## src/rtl/mux_n_to_1_seq_pkg.sv

```systemverilog
// Shared constants and helpers for the registered N-to-1 mux.
// Holds the mode encodings and a clog2 whose result is never below 1.
package mux_seq_pkg;

    localparam logic MODE_MANUAL = 1'b0;
    localparam logic MODE_SCAN   = 1'b1;

    // A one-bit select is still needed when only one index exists.
    function automatic int clog2(input int value);
        int res;
        res = 0;
        while ((1 << res) < value) begin
            res++;
        end
        return (res < 1) ? 1 : res;
    endfunction

endpackage

```

## src/rtl/mux_n_to_1_seq_rr_pick.sv

```systemverilog
// Cyclic priority search: first eligible index at or after ptr, wrapping modulo INPUTS.
// Purely combinational; ptr must be < INPUTS.
module rr_pick
    import mux_seq_pkg::*;
#(
    parameter int  INPUTS    = 8,
    localparam int SEL_WIDTH = clog2(INPUTS)
) (
    input  logic [INPUTS-1:0]    elig,
    input  logic [SEL_WIDTH-1:0] ptr,
    output logic                 found,
    output logic [SEL_WIDTH-1:0] idx
);

    localparam logic [SEL_WIDTH:0] N_W = (SEL_WIDTH+1)'(INPUTS);

    logic [2*INPUTS-1:0]  doubled;
    logic [INPUTS-1:0]    rotated;
    logic [SEL_WIDTH-1:0] offset;
    logic [SEL_WIDTH:0]   sum;

    // Rotating the doubled vector puts the candidate at ptr in bit 0.
    assign doubled = {elig, elig} >> ptr;
    assign rotated = doubled[INPUTS-1:0];

    always_comb begin
        found  = 1'b0;
        offset = '0;
        for (int i = INPUTS - 1; i >= 0; i--) begin
            if (rotated[i]) begin
                found  = 1'b1;
                offset = i[SEL_WIDTH-1:0];
            end
        end
        // ptr and offset are both below INPUTS, so one subtraction wraps.
        sum = {1'b0, ptr} + {1'b0, offset};
        if (sum >= N_W) begin
            sum = sum - N_W;
        end
        idx = sum[SEL_WIDTH-1:0];
    end

endmodule

```

## src/rtl/mux_n_to_1_seq.sv

```systemverilog
// Registered N-to-1 mux with manual select or round-robin scan; one cycle from capture to out.
// Backpressure: while out_valid && !out_ready everything holds and in_ready stays low.
module mux_n_to_1_seq
    import mux_seq_pkg::*;
#(
    parameter int               WIDTH       = 8,
    parameter int               INPUTS      = 8,
    parameter logic [WIDTH-1:0] RESET_VALUE = '0,
    localparam int              SEL_WIDTH   = clog2(INPUTS)
) (
    input  logic                     clock,
    input  logic                     reset,
    input  logic [INPUTS*WIDTH-1:0]  in,
    input  logic [INPUTS-1:0]        in_valid,
    output logic [INPUTS-1:0]        in_ready,
    input  logic [INPUTS-1:0]        enable_mask,
    input  logic                     mode,
    input  logic [SEL_WIDTH-1:0]     select,
    output logic [WIDTH-1:0]         out,
    output logic                     out_valid,
    input  logic                     out_ready,
    output logic [SEL_WIDTH-1:0]     out_channel,
    output logic                     select_error
);

    localparam logic [SEL_WIDTH:0]   N_W  = (SEL_WIDTH+1)'(INPUTS);
    localparam logic [SEL_WIDTH-1:0] LAST = SEL_WIDTH'(INPUTS - 1);

    logic [WIDTH-1:0]     out_q, out_d;
    logic                 out_valid_q, out_valid_d;
    logic [SEL_WIDTH-1:0] out_channel_q, out_channel_d;
    logic                 select_error_q, select_error_d;
    logic [SEL_WIDTH-1:0] scan_ptr_q, scan_ptr_d;

    logic [WIDTH-1:0]     chan [INPUTS];
    logic [INPUTS-1:0]    elig;
    logic                 load_en;
    logic                 sel_ok;
    logic                 sel_elig;
    logic                 rr_found;
    logic [SEL_WIDTH-1:0] rr_idx;
    logic [SEL_WIDTH-1:0] cap_idx;
    logic                 cap_vld;
    logic [WIDTH-1:0]     cap_dat;

    for (genvar k = 0; k < INPUTS; k++) begin : g_chan
        assign chan[k] = in[k*WIDTH +: WIDTH];
    end

    assign elig    = enable_mask & in_valid;
    assign load_en = !out_valid_q || out_ready;
    assign sel_ok  = {1'b0, select} < N_W;

    rr_pick #(
        .INPUTS (INPUTS)
    ) u_rr_pick (
        .elig  (elig),
        .ptr   (scan_ptr_q),
        .found (rr_found),
        .idx   (rr_idx)
    );

    always_comb begin
        cap_idx  = (mode == MODE_SCAN) ? rr_idx : select;
        cap_dat  = '0;
        sel_elig = 1'b0;
        // Out-of-range indices match no channel, so they never capture.
        for (int k = 0; k < INPUTS; k++) begin
            if (cap_idx == SEL_WIDTH'(k)) begin
                cap_dat  = chan[k];
                sel_elig = elig[k];
            end
        end
        cap_vld = (mode == MODE_SCAN) ? rr_found : sel_elig;

        out_d          = out_q;
        out_valid_d    = out_valid_q;
        out_channel_d  = out_channel_q;
        scan_ptr_d     = scan_ptr_q;
        select_error_d = 1'b0;
        in_ready       = '0;

        if (load_en) begin
            out_valid_d    = cap_vld;
            select_error_d = (mode == MODE_MANUAL) && !sel_ok;
            if (cap_vld) begin
                out_d         = cap_dat;
                out_channel_d = cap_idx;
                for (int k = 0; k < INPUTS; k++) begin
                    in_ready[k] = reset && (cap_idx == SEL_WIDTH'(k));
                end
                if (mode == MODE_SCAN) begin
                    scan_ptr_d = (cap_idx == LAST) ? '0 : cap_idx + SEL_WIDTH'(1);
                end
            end
        end
    end

    always_ff @(posedge clock or negedge reset) begin
        if (!reset) begin
            out_q          <= RESET_VALUE;
            out_valid_q    <= 1'b0;
            out_channel_q  <= '0;
            select_error_q <= 1'b0;
            scan_ptr_q     <= '0;
        end else begin
            out_q          <= out_d;
            out_valid_q    <= out_valid_d;
            out_channel_q  <= out_channel_d;
            select_error_q <= select_error_d;
            scan_ptr_q     <= scan_ptr_d;
        end
    end

    assign out          = out_q;
    assign out_valid    = out_valid_q;
    assign out_channel  = out_channel_q;
    assign select_error = select_error_q;

endmodule

```

## config.mk

```make
export PLATFORM = sky130hd
export DESIGN_NAME = mux_n_to_1_seq
export DESIGN_NICKNAME = d
export VERILOG_FILES = /design/src/rtl/mux_n_to_1_seq_pkg.sv /design/src/rtl/mux_n_to_1_seq_rr_pick.sv /design/src/rtl/mux_n_to_1_seq.sv
export SDC_FILE = /design/constraint.sdc
export NUM_CORES = 1
export LEC_CHECK = 0
export CAP_MARGIN = 20
export CORE_MARGIN = 8
export CORE_UTILIZATION = 45
export DETAILED_ROUTE_END_ITERATION = 12
export PLACE_DENSITY_LB_ADDON = 0.25
export SYNTH_ARGS = -nofsm -noshare
export SYNTH_HDL_FRONTEND = slang
export SYNTH_HIERARCHICAL = 1
export SYNTH_SLANG_ARGS = --single-unit
```

## constraint.sdc

```tcl
create_clock -name clock -period 11.5 [get_ports clock]
set_input_delay 2.3 -clock clock [delete_from_list [all_inputs] [get_ports clock]]
set_output_delay 2.3 -clock clock [all_outputs]
set_load 0.05 [all_outputs]
```

**After elaboration in Yosys (flattened, before gate mapping)**

Cells that the tools add are included.

- Input bits: 87
- Bits in registers: 15
- Logic and storage cells: 68
- Output and inout bits: 21

- Muxes and demuxes: 38
- Bitwise gates (word level): 1
- Shift operators: 1
- Add/sub/neg operators: 3
- Magnitude comparators: 1
- Equality and inequality tests: 7
- Reduce and logical (&&, ||, !) cells: 13

Operators with widths:

| cell | count |
|---|---|
| two-way mux 8 bit | 10 |
| two-way mux 3 bit | 11 |
| two-way mux 1 bit | 17 |
| right shift 16 x 3 -> 8 bit | 1 |
| == test 3 bit (second input constant) | 4 |
| AND 8 bit | 1 |
| logical AND 1 bit | 8 |
| == test 3 x 2 -> 1 bit (second input constant) | 2 |
| adder 3 x 3 -> 4 bit | 1 |
| greater-or-equal comparator 4 bit (second input constant) | 1 |
| adder 3 x 1 -> 3 bit (second input constant) | 1 |
| == test 3 x 1 -> 1 bit (second input constant) | 1 |
| zero test 3 bit | 1 |
| AND reduction 3 bit | 1 |
| subtractor 3 x 1 -> 3 bit (second input constant) | 1 |
| AND reduction 2 bit | 1 |
| zero test 1 bit | 1 |
| logical OR 1 bit | 1 |

**Depth between registers and ports, before layout**

Gate-level depths: netlist of run 1.

- Word-level depth: 26
- Gate-level depth with buffers: 24
- Depth with buffers taken out: 20

**Cells and area by module**

Netlist of run 1, hierarchy kept.

Modules (own cells, without submodules):

| module | cells each | instances | sequential area each (um^2) | area each (um^2) |
|---|---|---|---|---|
| mux_n_to_1_seq | 180 | 1 | 375.4 | 1517.7 |
| rr_pick | 103 | 1 | 0.0 | 733.2 |

**Least setup slack after synthesis of run 1**

No wires, ideal clock.

- Path kind: input port to output port
- Start: input port enable_mask[7]
- End: output port in_ready[1]
- Cell stages on the path: 24
- Setup slack: 1478 ps
- Buffers on the path: 4
- Arrival time: 7722 ps
- Data required time: 9200 ps
- Path through: nand2_1 > inv_1 > buf_2 > nor2b_2 > nor2_1 > a221oi_2 > a21oi_1 > or3b_1 > a221oi_2 > ha_1 > inv_1 > fa_1 > xor2_1 > xnor2_1 > mux2i_2 > dlygate4sd1_1 > ha_1 > clkbuf_1 > nand3_1 > o211ai_1 > and4_1 > o22ai_2 > buf_6 > nor4_1

- Longest elaborated chain between the ends: 26
- Elaborated cells on any way between the ends: 43
- Those cells by class: add/sub: 2; order compare: 1; eq/ne: 7; shift: 1; mux: 29; bitwise: 1; reduce/logical: 2

RTL lines:

| what | line | RTL |
|---|---|---|
| start, declared | mux_n_to_1_seq.sv:16 | `input logic [INPUTS-1:0] enable_mask,` |
| AND 8 bit * | mux_n_to_1_seq.sv:50 | `assign elig = enable_mask & in_valid;` |
| via elig[7] | mux_n_to_1_seq.sv:36 | `logic [INPUTS-1:0] elig;` |
| right shift 16 x 3 -> 8 bit * | mux_n_to_1_seq_rr_pick.sv:23 | `assign doubled = {elig, elig} >> ptr;` |
| two-way mux 3 bit (7 in series) | mux_n_to_1_seq_rr_pick.sv:30 | `if (rotated[i]) begin` |
| two-way mux 3 bit * | mux_n_to_1_seq_rr_pick.sv:30 |  |
| adder 3 x 3 -> 4 bit * | mux_n_to_1_seq_rr_pick.sv:36 | `sum = {1'b0, ptr} + {1'b0, offset};` |
| greater-or-equal comparator 4 bit / subtractor 3 x 1 -> 3 bit (equally long branches) | mux_n_to_1_seq_rr_pick.sv:37, mux_n_to_1_seq_rr_pick.sv:38 |  |
| two-way mux 3 bit * | mux_n_to_1_seq_rr_pick.sv:37 | `if (sum >= N_W) begin` |
| via rr_idx[2] | mux_n_to_1_seq.sv:41 | `logic [SEL_WIDTH-1:0] rr_idx;` |
| two-way mux 3 bit * | mux_n_to_1_seq.sv:64 | `cap_idx = (mode == MODE_SCAN) ? rr_idx : select;` |
| zero test 3 bit | mux_n_to_1_seq.sv:69 | `if (cap_idx == SEL_WIDTH'(k)) begin` |
| two-way mux 1 bit (8 in series) | mux_n_to_1_seq.sv:69 |  |
| two-way mux 1 bit | mux_n_to_1_seq.sv:74 | `cap_vld = (mode == MODE_SCAN) ? rr_found : sel_elig;` |
| two-way mux 8 bit * | mux_n_to_1_seq.sv:86 | `if (cap_vld) begin` |
| two-way mux 8 bit * | mux_n_to_1_seq.sv:83 | `if (load_en) begin` |
| end, declared | mux_n_to_1_seq.sv:15 | `output logic [INPUTS-1:0] in_ready,` |

The timed path passes the listed nets; every way through them passes the cells marked *.

**Worst setup path in the final report of run 1**

- Start: input port enable_mask[0]
- End: output port in_ready[5]

The elaborated chain is that of the path after synthesis.

==> implementation parameters, run 1 <==
Parameter                              Value

Flow run
  Max-cap violations    0

Yosys
  Warnings from Yosys    6
  Post-Syn Nets    around 380
  Number of distinct library cell variants in the gate-level netlist after synthesis    66
  Fraction of registers with async set/reset    1.00
  Post-Synthesis Cell Area    between 2000 and 2500 um^2
  Gate count of the mapped netlist    283
  Post-synthesis sequential element count    15
  Sequential cell area fraction in the yosys report    0.167
  Number of flops mapped to enable cells by yosys    0
  Commonest register cell after synthesis    sky130_fd_sc_hd__dfrtp_1
  Avg Synthesized Cell Area    between 7 and 8 um^2

Timing
  Number of setup violations in the final report    0
  Endpoints failing hold    0
  Final clock skew    around 0.0017 ns
  Maximum achievable frequency    a little over 90 MHz
  Final period utilization    0.937
  RSZ-0062 raised after global routing    false
  Transition at the pin with the smallest max-transition slack    slightly above 1 ns
  Relative slew slack    0.328
  Max Transition Viols Final    0
  Summed negative setup slack over all endpoints    0 ns
  Period minus WS final    around 11 ns

Global route
  Congestion Overflow GR    0
  Gr usage total    0.223
  First-pass GRT wire length    approximately 14 mm
  Largest net degree at the start of global routing    34
  Antenna violations before repair    0
  Number of global-route vias before repair    approximately 2700

Clock network
  Num CTS Buffers    3
  Resize count post-CTS    0
  Clock tree from TritonCTS    yes
  # clock sinks    15
  Clock transition time at the flip-flop clock pins of the worst setup and hold paths    0.06 ns
  Longest Clk Path Bufs    2
  Post-CTS repair timing setup buffer count    0
  Total number of H-tree levels    1
  CTS Root Buffer Type    sky130_fd_sc_hd__clkbuf_8
  Skew-Pair Late Insertion Delay    roughly 0.25 ns
  Number of hold buffers added after CTS    0

Placement
  Routability congestion estimate    0.961
  IO buf count    106
  Placed wire-length estimate    approximately 6.5 mm
  Dpl cells    ~430

Floorplanning
  Die height    between 80 and 90 um
  Core Rows    25
  Die X    86.7 um
  Core area    approximately 4800 um^2
  Die area    7520 um^2
  Io pins    108
  Starting utilization of the core area    0.470

Hold path
  Beginning of the worst hold path    out[5]$_DFFE_PN0P_
  Kind of path behind the tightest hold check    register to register

Worst setup path
  Critical R2R Launch    scan_ptr_q[0]$_DFFE_PN0P_
  Cell breakdown of the critical path    clkdlybuf4s50_1, nand2_1, inv_1, nor2b_2, nor2_1, a221oi_2, a21oi_1, or3b_1, a221oi_2, ha_1, inv_1, fa_1, xor2_1, xnor2_1, mux2i_2, inv_2, ha_1, a221oi_1, o22ai_2, nor4_1, clkdlybuf4s50_1
  Setup CP Type    input port to primary output
  Required time of the critical path    9.20 ns
  Setup crit start kind    input port
  Delay of the slowest cell on the worst path    ~0.89 ns
  Cell with the biggest individual delay on the critical path    sky130_fd_sc_hd__clkdlybuf4s50_1
  Kind of end point of the critical path    primary output
  Crit path arrival time    approximately 8.5 ns
  CP Max Fanout    17
  Origin of the worst setup path    enable_mask[0]

Power
  Static leakage power    1.23 nW
  Max IR drop VDD    roughly 170 uV
  PwrDens    roughly 320 nW/um^2
  Overall power consumption    around 0.0011 W

Drt
  Initial drt markers    approximately 180
  Mean number of vias per cell    between 6 and 7
  Number of detailed-routing iterations run before antenna repair    4
  Post-detailed-route count of antenna-violating nets    0
  Number of vias in the routed layout    2682
  Detailed-route wire length    8.32 mm
  DRC violations left    0
  Average wire per standard cell    between 15 and 20 um

Cells and area
  Finished Layout Cells    roughly 440
  Antenna diodes    0
  Final net count    between 400 and 500
  Commonest cells after routing, fill and taps aside    sky130_fd_sc_hd__clkdlybuf4s50_1, sky130_fd_sc_hd__nand2_1, sky130_fd_sc_hd__nor2b_1
  Share of cells above drive strength 1    0.0761
  Area growth, synth to finish    46.0%
  Leading cell type in the layout, fill and taps excluded    sky130_fd_sc_hd__clkdlybuf4s50_1

Status
  Result of the run    finished, final reports clean
-- cell usage after synthesis, types with 8 or more instances --
library cell	n	share of area
sky130_fd_sc_hd__buf_2	9	0.020
sky130_fd_sc_hd__nor3_1	11	0.024
sky130_fd_sc_hd__a21oi_1	11	0.024
sky130_fd_sc_hd__a221oi_1	9	0.035
sky130_fd_sc_hd__o21ai_0	11	0.024
sky130_fd_sc_hd__o32a_1	8	0.036
sky130_fd_sc_hd__nand2_1	31	0.052
sky130_fd_sc_hd__a31oi_1	10	0.028
sky130_fd_sc_hd__or4_1	8	0.027
sky130_fd_sc_hd__inv_1	13	0.022
sky130_fd_sc_hd__dfrtp_1	15	0.17
sky130_fd_sc_hd__nor2b_1	16	0.044
sky130_fd_sc_hd__clkbuf_1	9	0.015
-- power breakdown --
part           leakage [nW]  switching, W  internal, W
Clock                0.0228     0.0000192    0.0000246
Sequential            0.175     0.0000510    0.0000827
Combinational          1.03      0.000504     0.000370
-- routing by layer --
metal | vias up | GRT usage | routed length, um
met1 | 1269 | 0.258 | 3250
li1 | 1260 | - | -
met5 | - | 0 | 0
met4 | 0 | 0.0595 | 184
met2 | 138 | 0.369 | 3990
met3 | 15 | 0.0898 | 896
-- state kept, by name, summed over array words and instances, names as in the netlist --
name         cells
out              8
out_channel      3
scan_ptr_q       3
out_valid        1
-- area by class of cell --
type | count | area, um^2
Fill cell | 424 | 1500
Clock buffer | 4 | 45.0
Sequential cell | 15 | 375
Timing Repair Buffer | 108 | 1080
Tap cell | 67 | 83.8
Inverter | 15 | 56.3
Multi-Input combinational cell | 226 | 1650
-- stage by stage --
step | cell area, um^2 | setup WS, ns | hold slack (ns) | util
global route | 3290 | 0.295 | 0.522 | 0.687
floorplan | 2250 | 1.48 | 0.445 | -
detailed placement | 3240 | 0.830 | 0.497 | 0.677
finish | 3290 | 0.728 | 0.514 | 0.687
CTS | 3290 | 0.791 | 0.510 | 0.687
global placement | 3240 | 0.981 | 0.482 | 0.677
-- worst paths after layout --
path | to | slack [ns] | depth (start not counted)
min reg2reg | out[5]$_DFFE_PN0P_ | 0.51 | 1
min | out[5]$_DFFE_PN0P_ | 0.51 | 1
max in group asynchronous | out[1]$_DFFE_PN0P_ | 8.54 | 1
max | in_ready[5] | 0.73 | 21
max reg2reg | out_channel[1]$_DFFE_PN0P_ | 5.76 | 16
min in group asynchronous | out_channel[0]$_DFFE_PN0P_ | 2.49 | 1
-- cells by family after synthesis --
| logic type | after synthesis | share of synthesized area |
|---|---|---|
| and+or+nand+nor | 107 | 0.265 |
| AOI/OAI and AO/OA | 97 | 0.341 |
| buffers and inverters | 42 | 0.101 |
| DFF | 15 | 0.167 |
| muxes | 10 | 0.0656 |
| adders and majority gates | 8 | 0.0478 |
| xor gates and xnor gates | 3 | 0.0117 |
| other | 1 | 0.00167 |
-- critical path, delay by kind of cell --
kind | cells | cell delay, ns
XOR/XNOR | 2 | 0.33
adder cells (fa/ha/maj) | 3 | 1.00
buffers and inverters | 5 | 1.72
AND/OR/NAND/NOR | 5 | 1.14
multiplexers | 1 | 0.58
AO/OA/AOI/OAI | 5 | 1.39
Power figures use the tool's default switching activity.
==> run 2, diff against run 1 <==
--- a/config.mk
+++ b/config.mk
@@ -7,8 +7,9 @@
 export LEC_CHECK = 0
 export CAP_MARGIN = 20
 export CORE_MARGIN = 8
-export CORE_UTILIZATION = 45
+export CORE_UTILIZATION = 63
 export DETAILED_ROUTE_END_ITERATION = 12
+export DONT_BUFFER_PORTS = 1
 export PLACE_DENSITY_LB_ADDON = 0.25
 export SYNTH_ARGS = -nofsm -noshare
 export SYNTH_HDL_FRONTEND = slang
==> run 2 against run 1 <==
Against the previous run:
- power decreased by 11%
- sequential power increased by 59%
- global-route usage increased by 2.0 points
- critical path depth decreased by 2
- sequential share of layout area increased by 5.5 points
- count of clock-buffer cells in the layout unchanged
- via count decreased by 16%
- die area decreased by 24%
- first-iteration DRC count increased by 49%
- utilization decreased by 3.3 points
- critical path type unchanged
- critical endpoint is now in_ready[2]
==> implementation parameters, run 2 (synthesized netlist as in run 1, its figures left out) <==
Parameter                              Value

Clock network
  Longest Clk Path Bufs    2 (unchanged)
  Total number of H-tree levels    1 (unchanged)
  Post-CTS repair timing setup buffer count    0 (unchanged)
  CTS Root Buffer Type    sky130_fd_sc_hd__clkbuf_4
  Num CTS Buffers    3 (unchanged)
  Number of hold buffers added after CTS    0 (unchanged)
  Resize count post-CTS    0 (unchanged)
  Clock tree from TritonCTS    yes
  Clock transition time at the flip-flop clock pins of the worst setup and hold paths    0.09 ns (+0.03 ns)
  # clock sinks    15 (unchanged)
  Skew-Pair Late Insertion Delay    0.29 ns (+0.04 ns)

Timing
  Relative slew slack    0.303 (-0.0254)
  Max Transition Viols Final    0 (unchanged)
  Endpoints failing hold    0 (unchanged)
  Period minus WS final    10.0 ns (-0.777 ns)
  Summed negative setup slack over all endpoints    0 ns (unchanged)
  Final period utilization    0.869 (-0.0675)
  Final clock skew    0.00702 ns (+0.00530 ns)
  Maximum achievable frequency    100 MHz (+7.8%)
  Transition at the pin with the smallest max-transition slack    1.05 ns (+0.0381 ns)
  RSZ-0062 raised after global routing    false
  Number of setup violations in the final report    0 (unchanged)

Floorplanning
  Die area    5740 um^2 (-24%)
  Die height    75.8 um (-13%)
  Core Rows    21 (-16%)
  Io pins    108 (unchanged)
  Die X    75.8 um (-13%)
  Starting utilization of the core area    0.664 (+0.194)
  Core area    3390 um^2 (-29%)

Global route
  Antenna violations before repair    0 (unchanged)
  First-pass GRT wire length    10.9 mm (-20%)
  Largest net degree at the start of global routing    34 (unchanged)
  Number of global-route vias before repair    2202 (-20%)
  Congestion Overflow GR    0 (unchanged)
  Gr usage total    0.243 (+0.0204)

Worst setup path
  Crit path arrival time    7.70 ns (-0.77 ns)
  CP Max Fanout    17 (unchanged)
  Setup crit start kind    input port
  Required time of the critical path    9.20 ns (about the same)
  Kind of end point of the critical path    primary output
  Setup CP Type    input port to primary output
  Register-to-Register Setup Slack    5.43 ns (-0.33 ns)
  Critical R2R Capture    out[2]$_DFFE_PN0P_
  Worst-case reg-to-reg path depth    16 (unchanged)
  Critical R2R Launch    scan_ptr_q[0]$_DFFE_PN0P_

Status
  Result of the run    finished, final reports clean

Cells and area
  Multi-input gate area    1680 um^2 (+1.7%)
  Leading cell type in the layout, fill and taps excluded    sky130_fd_sc_hd__nand2_1
  Flip-flop count of the largest register after layout    8 (unchanged)
  Share of cells above drive strength 1    0.129 (+0.0532)
  Area growth, synth to finish    -1.61%
  Final-layout fill cell count    304 (-28%)
  Final net count    359 (-23%)
  Antenna diodes    0 (unchanged)
  Commonest cells after routing, fill and taps aside    sky130_fd_sc_hd__nand2_1, sky130_fd_sc_hd__nor2b_1, sky130_fd_sc_hd__dfrtp_1
  Storage cell area    375 um^2 (unchanged)

Hold path
  Kind of path behind the tightest hold check    register to register
  Hold path endpoint    out[3]$_DFFE_PN0P_
  Beginning of the worst hold path    out[3]$_DFFE_PN0P_
  Instance count along the most critical hold path    1 (unchanged)

Drt
  Initial drt markers    267 (+49%)
  Post-detailed-route count of antenna-violating nets    0 (unchanged)
  Detailed-route wire length    7.02 mm (-16%)
  Average wire per standard cell    22.7 um (+19%)
  DRC violations left    0 (unchanged)
  Mean number of vias per cell    7.31 (+19%)
  Number of vias in the routed layout    2260 (-16%)
  Number of detailed-routing iterations run before antenna repair    5 (+1)

Placement
  Placed wire-length estimate    5.44 mm (-17%)
  IO buf count    0 (-100%)
  Routability congestion estimate    0.859 (-11%)

Power
  PwrDens    423 nW/um^2 (+32%)
  Max IR drop VDD    233 uV (+35%)
  Static leakage power    0.815 nW (-33%)
  Overall power consumption    0.000937 W (-11%)

Flow run
  Max-cap violations    0 (unchanged)
## run 2: worst max path at each step
stage                     slack [ns]     endpoint      startpoint
after floorplan                 1.48  in_ready[1]  enable_mask[7]
final                           1.50  in_ready[2]  enable_mask[0]
after detailed placement        1.56  in_ready[2]  enable_mask[0]
after global routing            1.04  in_ready[0]  enable_mask[0]
after CTS                       1.56  in_ready[2]  enable_mask[0]
after global placement          1.65  in_ready[2]  enable_mask[0]
## run 2: per-layer routing
| layer | routed length, um | vias up | part of all wire | track usage |
|---|---|---|---|---|
| met5 | 0 | - | 0 | 0 |
| met4 | 70 | 0 | 0.010 | 0.0405 |
| met3 | 611 | 8 | 0.087 | 0.0816 |
| met2 | 3630 | 111 | 0.52 | 0.424 |
| met1 | 2700 | 1095 | 0.39 | 0.283 |
| li1 | - | 1046 | - | - |
## run 2: final cells by class
class | count | share of cell area
tap | 46 | 0.0260
timing repair buffer | 3 | 0.0102
inverter | 15 | 0.0254
multi-input combinational | 226 | 0.757
sequential | 15 | 0.169
clock buffer | 4 | 0.0119
## run 2: report_power, final
group	leakage, nW	total [W]	internal (W)	switching (W)
combinational	0.625	0.000693	0.000299	0.000393
sequential	0.175	0.000213	0.0000809	0.000132
clock	0.0150	0.0000316	0.0000135	0.0000181
total	0.815	0.000937	0.000394	0.000544
## run 2: per-stage QoR
step	cells	util	worst slack [ns]	hold WS (ns)	area [um^2]
after floorplan	283	-	1.48	0.445	2250
after global placement	305	0.646	1.65	0.837	2190
after detailed placement	305	0.646	1.56	0.838	2190
after CTS	309	0.653	1.56	0.849	2210
after global routing	309	0.653	1.04	0.865	2210
final	309	0.653	1.50	0.847	2210
## run 2: worst max-delay path, stage by stage
cell,delay [ns]
sky130_fd_sc_hd__nand2_1,0.06
sky130_fd_sc_hd__inv_1,0.20
sky130_fd_sc_hd__nor2b_2,0.20
sky130_fd_sc_hd__nor2_1,0.06
sky130_fd_sc_hd__a221oi_2,0.26
sky130_fd_sc_hd__a21oi_1,0.06
sky130_fd_sc_hd__or3b_1,0.39
sky130_fd_sc_hd__a221oi_2,0.26
sky130_fd_sc_hd__ha_1,0.18
sky130_fd_sc_hd__inv_1,0.06
sky130_fd_sc_hd__fa_1,0.40
sky130_fd_sc_hd__xor2_1,0.16
sky130_fd_sc_hd__xnor2_1,0.16
sky130_fd_sc_hd__mux2i_2,0.57
sky130_fd_sc_hd__inv_2,0.28
sky130_fd_sc_hd__ha_1,0.48
sky130_fd_sc_hd__a221oi_1,0.44
sky130_fd_sc_hd__o22ai_2,0.35
sky130_fd_sc_hd__nor3_2,0.81
==> run 3, diff against run 2 <==
--- a/config.mk
+++ b/config.mk
@@ -6,7 +6,6 @@
 export NUM_CORES = 1
 export LEC_CHECK = 0
 export CAP_MARGIN = 20
-export CORE_MARGIN = 8
 export CORE_UTILIZATION = 63
 export DETAILED_ROUTE_END_ITERATION = 12
 export DONT_BUFFER_PORTS = 1
==> run 3 against run 2 <==
Against the previous run:
- clock power decreased by 4%
- critical endpoint is now in_ready[4]
- sequential cell count unchanged
- count of clock-buffer cells in the layout decreased by 1
- die area decreased by 34%
- routed wire length decreased by 12%
==> implementation parameters, run 3 (synthesized netlist as in run 1, its figures left out) <==
Parameter                              Value

Cells and area
  Area growth, synth to finish    -1.45%
  Leading cell type in the layout, fill and taps excluded    sky130_fd_sc_hd__nand2_1
  Commonest cells after routing, fill and taps aside    sky130_fd_sc_hd__nand2_1, sky130_fd_sc_hd__nor2b_1, sky130_fd_sc_hd__dfrtp_1
  Final net count    360 (+0.28%)
  Antenna diodes    0 (unchanged)
  Share of cells above drive strength 1    0.133 (+0.00330)
  Flip-flop count of the largest register after layout    8 (unchanged)

Worst setup path
  Kind of end point of the critical path    primary output
  CP Max Fanout    17 (unchanged)
  Crit path arrival time    7.73 ns (+0.03 ns)
  Required time of the critical path    9.20 ns (about the same)
  Setup crit start kind    input port
  Setup CP Type    input port to primary output

Floorplanning
  Die X    61.8 um (-18%)
  Io pins    108 (unchanged)
  Die height    61.8 um (-18%)
  Starting utilization of the core area    0.664 (unchanged)
  Die area    3820 um^2 (-34%)
  Core Rows    21 (unchanged)
  Core area    3390 um^2 (unchanged)

Power
  Logic gate share of total power    0.740 (about the same)
  Clock share of power    0.033 (about the same)
  Max IR drop VDD    266 uV (+14%)
  Net switching power    0.000538 W (-1.0%)
  Static leakage power    0.822 nW (+0.91%)
  Part of the power in registers    0.228 (about the same)
  Overall power consumption    0.000932 W (-0.57%)
  Internal power contribution    0.000394 W (about the same)
  Sw frac    0.577 (-0.00268)
  PwrDens    420 nW/um^2 (-0.74%)

Placement
  IO buf count    0 (unchanged)
  Routability congestion estimate    0.854 (-0.61%)
  Placed wire-length estimate    4.66 mm (-14%)

Timing
  Period minus WS final    10.03 ns (+0.0366 ns)
  Final clock skew    0.0136 ns (+0.00659 ns)
  Number of setup violations in the final report    0 (unchanged)
  Max Transition Viols Final    0 (unchanged)
  Summed negative setup slack over all endpoints    0 ns (unchanged)
  Maximum achievable frequency    99.7 MHz (-0.37%)
  Endpoints failing hold    0 (unchanged)
  Hold slack final    0.845 ns (-0.00226 ns)
  Final period utilization    0.872 (+0.00319)
  Transition at the pin with the smallest max-transition slack    1.07 ns (+0.0213 ns)
  Relative slew slack    0.289 (-0.0142)
  RSZ-0062 raised after global routing    false

Clock network
  Number of hold buffers added after CTS    0 (unchanged)
  Post-CTS repair timing setup buffer count    0 (unchanged)
  Longest Clk Path Bufs    2 (unchanged)
  Num CTS Buffers    3 (unchanged)
  Clock transition time at the flip-flop clock pins of the worst setup and hold paths    0.10 ns (about the same)
  CTS Root Buffer Type    sky130_fd_sc_hd__clkbuf_4
  Skew-Pair Late Insertion Delay    0.29 ns (about the same)
  Resize count post-CTS    0 (unchanged)
  Clock tree from TritonCTS    yes
  # clock sinks    15 (unchanged)
  Total number of H-tree levels    1 (unchanged)

Global route
  First-pass GRT wire length    8.85 mm (-19%)
  Antenna violations before repair    0 (unchanged)
  Number of global-route vias before repair    1892 (-14%)
  Largest net degree at the start of global routing    34 (unchanged)
  Gr usage total    0.312 (+0.0693)
  Congestion Overflow GR    0 (unchanged)

Drt
  Number of vias in the routed layout    2249 (-0.49%)
  Detailed-route wire length    6.16 mm (-12%)
  Number of detailed-routing iterations run before antenna repair    5 (unchanged)
  DRC violations left    0 (unchanged)
  Post-detailed-route count of antenna-violating nets    0 (unchanged)
  Mean number of vias per cell    7.25 (-0.81%)
  Average wire per standard cell    19.9 um (-12%)
  Initial drt markers    188 (-30%)

Hold path
  Kind of path behind the tightest hold check    register to register

Status
  Result of the run    finished, final reports clean

Flow run
  Max-cap violations    0 (unchanged)
## run 3: cell types whose count changed in the layout (fill, tap and decap cells not counted), sizes merged
cell	change
clkinv	+1
clkbuf	-1
buf	+1
## run 3: area by class of cell
class                   instances  area, um^2
inverters                      15        56.3
flip-flops and latches         15         375
clock inverters                 1        5.00
clock buffers                   3        22.5
multi-input cells             226        1670
well taps                      46        57.6
fillers                       305        1170
repair buffers                  4        30.0
## run 3: per-stage QoR
stage | setup WS, ns | instance area [um^2] | cells | util
2_1_floorplan | 1.48 | 2250 | 283 | -
3_3_place_gp | 1.71 | 2190 | 306 | 0.646
3_5_place_dp | 1.53 | 2190 | 306 | 0.646
4_1_cts | 1.51 | 2220 | 310 | 0.654
5_1_grt | 1.08 | 2220 | 310 | 0.654
6_report | 1.47 | 2220 | 310 | 0.654
## run 3: power groups by stage
| stage | Combinational, W | Sequential (W) | Clock, W |
|---|---|---|---|
| 2_1_floorplan | 0.000618 | 0.000175 | 0 |
| 6_report | 0.000689 | 0.000212 | 0.0000304 |
| 4_1_cts | 0.000683 | 0.000211 | 0.0000305 |
| 3_3_place_gp | 0.000672 | 0.000212 | 0 |
| 3_5_place_dp | 0.000678 | 0.000212 | 0 |
| 5_1_grt | 0.000755 | 0.000217 | 0.0000330 |
## run 3: metal layers
layer  vias to the layer above  routed length (um)  global-route usage
met1                      1050                2410               0.386
met3                        12                 472              0.0828
met5                         -                   0                   0
met2                       132                3170               0.550
li1                       1055                   -                   -
met4                         0                 106              0.0603
## run 3: final timing paths
kind                                            from                    endpoint  slack, ns  cells past startpoint
hold / removal                    out[3]$_DFFE_PN0P_          out[3]$_DFFE_PN0P_       0.84                      1
max in group asynchronous                      reset       out_valid$_DFFE_PN0N_       9.73                      0
setup / recovery                      enable_mask[0]                 in_ready[4]       1.47                     19
hold reg to reg                   out[3]$_DFFE_PN0P_          out[3]$_DFFE_PN0P_       0.84                      1
setup reg to reg           scan_ptr_q[0]$_DFFE_PN0P_  out_channel[1]$_DFFE_PN0P_       5.43                     16
min in group asynchronous                      reset          out[6]$_DFFE_PN0P_       1.69                      0
## run 3: worst max-delay path, stage by stage
cell and delay [ns]:
sky130_fd_sc_hd__nand2_1 0.06, sky130_fd_sc_hd__inv_1 0.22, sky130_fd_sc_hd__nor2b_2 0.21, sky130_fd_sc_hd__nor2_1 0.06, sky130_fd_sc_hd__a221oi_2 0.27, sky130_fd_sc_hd__a21oi_1 0.06, sky130_fd_sc_hd__or3b_1 0.38, sky130_fd_sc_hd__a221oi_2 0.25
sky130_fd_sc_hd__ha_1 0.18, sky130_fd_sc_hd__inv_1 0.05, sky130_fd_sc_hd__fa_1 0.40, sky130_fd_sc_hd__xor2_1 0.16, sky130_fd_sc_hd__xnor2_1 0.17, sky130_fd_sc_hd__mux2i_2 0.58, sky130_fd_sc_hd__inv_2 0.27, sky130_fd_sc_hd__ha_1 0.50
sky130_fd_sc_hd__a221oi_1 0.48, sky130_fd_sc_hd__o22ai_2 0.35, sky130_fd_sc_hd__nor3_2 0.78
